==> config.mk <==
export PLATFORM = sky130hd
export DESIGN_NAME = d_hazard_ctrl
export DESIGN_NICKNAME = d
export VERILOG_FILES = /design/src/rtl/d_hazard_ctrl_pkg.sv /design/src/rtl/d_hazard_ctrl_stage.sv /design/src/rtl/d_hazard_ctrl.sv
export SDC_FILE = /design/constraint.sdc
export NUM_CORES = 1
export LEC_CHECK = 0
export ABC_AREA = 1
export BUFFER_PORTS_ARGS = -buffer_cell sky130_fd_sc_hd__clkbuf_2
export CAP_MARGIN = 20
export CELL_PAD_IN_SITES_DETAIL_PLACEMENT = 1
export CELL_PAD_IN_SITES_GLOBAL_PLACEMENT = 1
export CORE_MARGIN = 4
export CORE_UTILIZATION = 35
export CTS_CLUSTER_SIZE = 14
export DETAILED_ROUTE_END_ITERATION = 10
export PLACE_DENSITY_LB_ADDON = 0.25
export SYNTH_ARGS = -nofsm -noshare
export SYNTH_HDL_FRONTEND = slang
export SYNTH_SLANG_ARGS = --single-unit
==> constraint.sdc <==
create_clock -name clk -period 4.75 [get_ports clk]
set_input_delay 1.425 -clock clk [delete_from_list [all_inputs] [get_ports clk]]
set_output_delay 1.425 -clock clk [all_outputs]
set_load 0.01 [all_outputs]
==> src/rtl/d_hazard_ctrl_pkg.sv <==
// Shared types and helpers for the D-stage hazard/forwarding controller:
// shadow stage entry, forwarding select codes and producer/hazard tests.
package d_hazard_ctrl_pkg;

  localparam int TW_DEF = 2;

  localparam logic [TW_DEF-1:0] TUSE_NONE = TW_DEF'(3);

  // D-side forwarding selects
  localparam logic [1:0] FWD_GRF = 2'd0;
  localparam logic [1:0] FWD_E   = 2'd1;
  localparam logic [1:0] FWD_M   = 2'd2;

  // E-side forwarding selects
  localparam logic [1:0] FWD_ID  = 2'd0;
  localparam logic [1:0] FWD_M_E = 2'd1;
  localparam logic [1:0] FWD_W   = 2'd2;

  typedef struct packed {
    logic [4:0]        wa;
    logic              we;
    logic [TW_DEF-1:0] tnew;
    logic [4:0]        rs;
    logic [4:0]        rt;
  } hz_entry_t;

  // $0 is hard-wired, so it never produces a value worth waiting for.
  function automatic logic produces(hz_entry_t e, logic [4:0] r);
    return e.we && (e.wa == r) && (r != 5'd0);
  endfunction

  function automatic logic data_hz(hz_entry_t e, hz_entry_t m, logic [4:0] r,
                                   logic [TW_DEF-1:0] tuse);
    return (tuse != TUSE_NONE) &&
           ((produces(e, r) && (e.tnew > tuse)) ||
            (produces(m, r) && (m.tnew > tuse)));
  endfunction

  function automatic logic [1:0] fwd_d_sel(hz_entry_t e, hz_entry_t m, logic [4:0] r);
    if (produces(e, r) && (e.tnew == '0))      return FWD_E;
    else if (produces(m, r) && (m.tnew == '0)) return FWD_M;
    else                                       return FWD_GRF;
  endfunction

  function automatic logic [1:0] fwd_e_sel(hz_entry_t m, hz_entry_t w, logic [4:0] r);
    if (produces(m, r) && (m.tnew == '0)) return FWD_M_E;
    else if (produces(w, r))              return FWD_W;
    else                                  return FWD_ID;
  endfunction

endpackage

==> src/rtl/d_hazard_ctrl_stage.sv <==
// One shadow pipeline entry: loads the previous stage, optionally inserts a
// bubble, and optionally saturating-decrements tnew on the way in.
module hz_stage_reg
  import d_hazard_ctrl_pkg::*;
(
  input  logic      clk,
  input  logic      reset,
  input  logic      bubble,
  input  logic      dec,
  input  hz_entry_t din,
  output hz_entry_t q
);

  hz_entry_t nxt;

  always_comb begin
    nxt = din;
    if (dec && (din.tnew != '0))
      nxt.tnew = din.tnew - TW_DEF'(1);
  end

  // NOTE: state registers use non-blocking assignments so all three stages
  // shift on the same edge without ordering races between instances.
  always_ff @(posedge clk) begin
    if (!reset)      q <= '0;
    else if (bubble) q <= '0;
    else             q <= nxt;
  end

endmodule

==> src/rtl/d_hazard_ctrl.sv <==
// Hazard and forwarding controller: tracks in-flight writers in E/M/W and
// derives the D-stall, forwarding selects and a stall-cycle counter.
module d_hazard_ctrl
  import d_hazard_ctrl_pkg::*;
#(
  parameter int TW   = 2,
  parameter int CNTW = 32
) (
  input  logic            clk,
  input  logic            reset,
  input  logic [4:0]      d_rs,
  input  logic [4:0]      d_rt,
  input  logic [TW-1:0]   d_tuse_rs,
  input  logic [TW-1:0]   d_tuse_rt,
  input  logic [4:0]      d_wa,
  input  logic            d_we,
  input  logic [TW-1:0]   d_tnew,
  input  logic            d_md,
  input  logic            e_md_busy,
  output logic            stall,
  output logic [1:0]      fwd_d_rs,
  output logic [1:0]      fwd_d_rt,
  output logic [1:0]      fwd_e_rs,
  output logic [1:0]      fwd_e_rt,
  output logic [CNTW-1:0] stall_cnt
);

  hz_entry_t d_entry, e_q, m_q, w_q;

  assign d_entry = '{wa: d_wa, we: d_we, tnew: d_tnew, rs: d_rs, rt: d_rt};

  hz_stage_reg u_e (.clk(clk), .reset(reset), .bubble(stall), .dec(1'b0), .din(d_entry), .q(e_q));
  hz_stage_reg u_m (.clk(clk), .reset(reset), .bubble(1'b0),  .dec(1'b1), .din(e_q),     .q(m_q));
  hz_stage_reg u_w (.clk(clk), .reset(reset), .bubble(1'b0),  .dec(1'b0), .din(m_q),     .q(w_q));

  // W is always ready and its operands are never consulted again.
  logic w_fields_unused;
  assign w_fields_unused = ^{w_q.tnew, w_q.rs, w_q.rt};

  assign stall = data_hz(e_q, m_q, d_rs, d_tuse_rs) ||
                 data_hz(e_q, m_q, d_rt, d_tuse_rt) ||
                 (d_md && e_md_busy);

  assign fwd_d_rs = fwd_d_sel(e_q, m_q, d_rs);
  assign fwd_d_rt = fwd_d_sel(e_q, m_q, d_rt);
  assign fwd_e_rs = fwd_e_sel(m_q, w_q, e_q.rs);
  assign fwd_e_rt = fwd_e_sel(m_q, w_q, e_q.rt);

  always_ff @(posedge clk) begin
    if (!reset)     stall_cnt <= '0;
    else if (stall) stall_cnt <= stall_cnt + CNTW'(1);
  end

endmodule

# Word-level counts from Yosys, hierarchy flattened
# Cells that the tools add are included.
[totals] regBits=64 word_cells=78 inputBits=26
[classes] reduce_logical=41 mux=9 eq_ne=10 bitwise_logic=1 magnitude_cmp=4 n_addsub=2
[op_table] cell="== test 5 bit" n=8
[op_table] cell="adder 32 x 1 -> 32 bit, second input constant" n=1
[op_table] cell="logical AND 1 bit" n=29
[op_table] cell="nonzero test 5 bit" n=4
[op_table] cell="2-to-1 mux 2 bit" n=9
[op_table] cell="> comparator 2 bit" n=4
[op_table] cell="zero test 2 bit" n=2
[op_table] cell="logical OR 1 bit" n=4
[op_table] cell="!= test 2 bit, second input constant" n=2
[op_table] cell="nonzero test 2 bit" n=1
[op_table] cell="OR reduction 2 bit" n=1
[op_table] cell="subtractor 2 x 1 -> 2 bit, second input constant" n=1
[op_table] cell="NOT 1 bit" n=1

# Depth between registers and ports, before layout
[depth] word_depth=9 depth_mapped=14 depth_no_buf=13

# Hierarchy
# A second synthesis with hierarchy kept.
[unflattened] hier_cells=766 hier_area_um2=4883.4
[modules_own_cells] module="d_hazard_ctrl" cells_per_inst=568 n_inst=1 area_per_inst_um2=3175.5 seq_area_each_um2=640.6
[modules_own_cells] module="hz_stage_reg" cells_per_inst=66 n_inst=3 area_per_inst_um2=569.3 seq_area_each_um2=360.3

# Worst setup path before layout
# Ideal clock, no wire load.
[synth_timing] path_type="input to output" from="input d_tuse_rt[1]" to="output stall" arrival_time_ps=2486 slack_ps=839 cell_stages=9 required_ps=3325 path_cell_list="inv_1 -> ha_1 -> a21oi_1 -> a21oi_1 -> nand3_1 -> nand2_2 -> nand2_4 -> nand3_4 -> buf_4"
[synth_between] elab_chain_cells=6 elab_cells_between_ends=9 cone_classes="order compare (2); eq/ne (1); reduce/logical (6)"
[synth_rtl] element="from (decl)" line_no="d_hazard_ctrl.sv:14" rtl="input logic [TW-1:0] d_tuse_rt,"
[synth_rtl] element="> comparator 2 bit (on tied branches)" line_no="d_hazard_ctrl_pkg.sv:35, d_hazard_ctrl_pkg.sv:36"
[synth_rtl] element="logical AND 1 bit (on tied branches)" line_no="d_hazard_ctrl_pkg.sv:35, d_hazard_ctrl_pkg.sv:36"
[synth_rtl] element="logical OR 1 bit" line_no="d_hazard_ctrl_pkg.sv:35" rtl="((produces(e, r) && (e.tnew > tuse)) ||"
[synth_rtl] element="logical AND 1 bit (*)" line_no="d_hazard_ctrl_pkg.sv:34" rtl="return (tuse != TUSE_NONE) &&"
[synth_rtl] element="logical OR 1 bit (*)" line_no="d_hazard_ctrl.sv:40" rtl="assign stall = data_hz(e_q, m_q, d_rs, d_tuse_rs) ||"
[synth_rtl] element="logical OR 1 bit (*)" line_no="d_hazard_ctrl.sv:41" rtl="data_hz(e_q, m_q, d_rt, d_tuse_rt) ||"
[synth_rtl] element="to (decl)" line_no="d_hazard_ctrl.sv:20" rtl="output logic stall,"
# Mark *: on every way between the ends. The rest lies on a longest branch, timed or not.

# Final worst setup path
[layout_timing] from="input d_tuse_rs[1]" to="output stall"
[layout_between] elab_chain_cells=6 elab_cells_between_ends=9 cone_classes="order compare (2); eq/ne (1); reduce/logical (6)"
[layout_rtl] element="from (decl)" line_no="d_hazard_ctrl.sv:13" rtl="input logic [TW-1:0] d_tuse_rs,"
[layout_rtl] element="> comparator 2 bit (on tied branches)" line_no="d_hazard_ctrl_pkg.sv:35, d_hazard_ctrl_pkg.sv:36"
[layout_rtl] element="logical AND 1 bit (on tied branches)" line_no="d_hazard_ctrl_pkg.sv:35, d_hazard_ctrl_pkg.sv:36"
[layout_rtl] element="logical OR 1 bit" line_no="d_hazard_ctrl_pkg.sv:35"
[layout_rtl] element="logical AND 1 bit (*)" line_no="d_hazard_ctrl_pkg.sv:34"
[layout_rtl] element="logical OR 1 bit (*)" line_no="d_hazard_ctrl.sv:40"
[layout_rtl] element="logical OR 1 bit (*)" line_no="d_hazard_ctrl.sv:41"
# Marked as above.

==> impl_metrics.json <==
{
  "overflow": 0,
  "whs_ns": 0.4297,
  "gp_congestion": 0.9095,
  "slew_violations": 0,
  "fp-row-count": 38,
  "area_growth_pct": 19.44,
  "path_buf_inv": 3,
  "yosysUniqueCellTypes": 32,
  "viasPerCell": 4.930,
  "path_cells": "clkbuf_2, inv_1, ha_1, a21oi_1, a21oi_1, nand3_1, nand2_1, nand2_4, nand3_4, clkbuf_2",
  "synth_top_cell_by_area": "dfxtp_1",
  "worstMarginPinSlew_ns": 0.7093,
  "cap_violations": 0,
  "cp_slowest_cell": "ha_1",
  "die_h_um": 114.9,
  "cts_resized": 0,
  "clkLatencyLatePin_ns": 0.33,
  "io_pins": 67,
  "place_inst": 822,
  "cts_sinks": 64,
  "min_period_over_period_pct": 88.28,
  "cts_buffers": 9,
  "hold_buffers": 0,
  "ant_nets": 0,
  "setup_viol": 0,
  "synth_edf_count": 0,
  "p_leak_uw": 0.002462,
  "grt_pass1_wl_mm": 21.21,
  "coreArea_um2": 10980,
  "slew_headroom_pct": 52.60,
  "finalNonFillerCells": 838,
  "finalSetupTns_ns": 0,
  "cp.required_ns": 3.32,
  "ys_warn_count": 0,
  "async_flop_share_pct": 0,
  "hold_path.class": "reg2reg",
  "period_minus_slack_ns": 4.194,
  "status": "complete, no violations",
  "detailroute.via_count": 4131,
  "synth_area_leaders": "dfxtp_1 32%, nand2_1 17%, inv_1 10%",
  "clock_skew_ns": 0.002540,
  "crit_type": "in2out",
  "final_nets": 728,
  "worst_slack_ns": 0.5565,
  "synth_top_area_share_pct": 32.06,
  "netlist_area_um2": 3996,
  "initial_core_util_pct": 36.39,
  "post-place-ws_ns": 0.5276,
  "fillers": 1483,
  "arrival_ns": 2.77,
  "antenna_found_initial": 0,
  "peakVddDrop_mv": 0.1982,
  "critical-path-max-stage-delay_ns": 0.30,
  "startpoint": "d_tuse_rs[1]",
  "rsz0062_at_grt": "no",
  "synth_seq_cells": 64,
  "port_buffers": 66,
  "grt_pass1_vias": 4363,
  "utilization_pct": 43.46,
  "hold_start": "u_e.q[12]",
  "clock-root-buffer": "clkbuf_16",
  "synthCells": 629,
  "die_area_um2": 13190,
  "finalWirelength_mm": 13.04,
  "dr.pass1.iters": 4,
  "ys.flop_type": "dfxtp_1",
  "grt_max_degree": 45,
  "synth_fp_nets": 664,
  "groute.usage.overall_pct": 20.27,
  "wl_per_cell_um": 15.57,
  "crit_fanout": 18,
  "avgSynthCellArea_um2": 6.353,
  "route.detailed.drc": 0,
  "path_delay_family": "simple AND/OR/NAND/NOR gates",
  "critPathCaptureType": "primary output",
  "hpwl_mm": 10.03,
  "regToRegStartpoint": "u_e.q[11]",
  "hold_violations": 0,
  "yosys-top-cells-count": "179 x nand2_1, 108 x inv_1, 74 x nor2_1",
  "yosysMostFrequentCell": "nand2_1",
  "drt_iter0_markers": 194,
  "pwr_density_cell_nw_per_um2": 321.9,
  "max_freq_mhz": 238.5,
  "startpoint_type": "input port",
  "clk_pin_slew_worst_paths_ns": 0.05,
  "die_w_um": 114.9,
  "clock_path_buffers": 2,
  "tritoncts": "yes",
  "layout-drive-gt1-share_pct": 16.05,
  "diodes": 0,
  "seq_area_frac_synth_pct": 32.06,
  "post_cts_buffers": 0,
  "cts_max_level": 3
}
-- registers in the layout, indices dropped and copies added, names as in the netlist --
signal	count
u_m.q	8
u_e.q	18
stall_cnt	32
u_w.q	6
-- final timing paths --
| check | endpoint | slack [ns] | cells after the start |
|---|---|---|---|
| worst max-delay path | stall | 0.56 | 10 |
| worst min-delay path | u_m.q[12] | 0.43 | 2 |
| worst max register to register | u_e.q[11] | 2.14 | 11 |
| worst min register to register | u_m.q[12] | 0.43 | 2 |
-- logic make-up (layout without fill, tap and decap cells) --
group,after synthesis,count (layout),synth area share (%)
compound gates,16,16,2.098
xor+xnor,43,43,9.424
fa+ha+maj,9,9,2.818
buf+inv,131,200,12.99
flops,64,64,32.06
simple gates,366,366,40.61
-- layout make-up --
type / count / area (um2) / share of cell area [%]
clock buffers: 11 / 232.7 / 4.875
inverters: 116 / 437.9 / 9.174
flip-flops and latches: 64 / 1281 / 26.84
repair buffers: 68 / 345.3 / 7.235
multi-input cells: 434 / 2196 / 46.00
well taps: 140 / 175.2 / 3.670
clock inverters: 5 / 105.1 / 2.202
-- layout by cell type (no fill, tap or decap), types with 2 or more instances in the layout --
| cell | count |
|---|---|
| ha_1 | 9 |
| inv_2 | 7 |
| nor2_1 | 74 |
| nand2_4 | 2 |
| nand4_1 | 29 |
| bufinv_16 | 3 |
| clkbuf_2 | 66 |
| nor4_1 | 3 |
| nand2_1 | 179 |
| dfxtp_1 | 64 |
| xor2_1 | 30 |
| a21oi_1 | 13 |
| xnor2_1 | 13 |
| nor2_2 | 13 |
| clkbuf_1 | 2 |
| inv_1 | 108 |
| nand3_1 | 35 |
| nor3_2 | 2 |
| buf_4 | 2 |
| clkinvlp_4 | 2 |
| clkbuf_16 | 9 |
| nor3_1 | 21 |
| or2_2 | 2 |
-- stage by stage --
stage | cell area, um2 | power, uW
6_report | 4773 | 1537
3_3_place_gp | 4436 | 773.3
3_5_place_dp | 4436 | 782.0
2_1_floorplan | 3996 | 712.9
5_1_grt | 4773 | 1598
4_1_cts | 4773 | 1550
-- worst reg2reg max path: cells and delay by family, from the launching register on --
kind            cells  cell delay (ns)
buf+inv             2             0.51
flops               1             0.43
fa+ha+maj           1             0.29
compound gates      2             0.25
simple gates        6             1.05
-- per-layer routing --
layer / share of wire [%] / up-vias / track usage (%)
li1: - / 2054 / -
met1: 39 / 1965 / 22.10
met2: 54 / 87 / 38.85
met3: 4.1 / 25 / 3.737
met4: 2.5 / 0 / 6.964
met5: 0 / - / 0
-- power by group --
group          switching, uW  internal, uW
registers               29.1           560
logic                    116          65.4
clock network            254           513
total                    398          1140
Note: power is estimated with default switching activity, not from simulation.
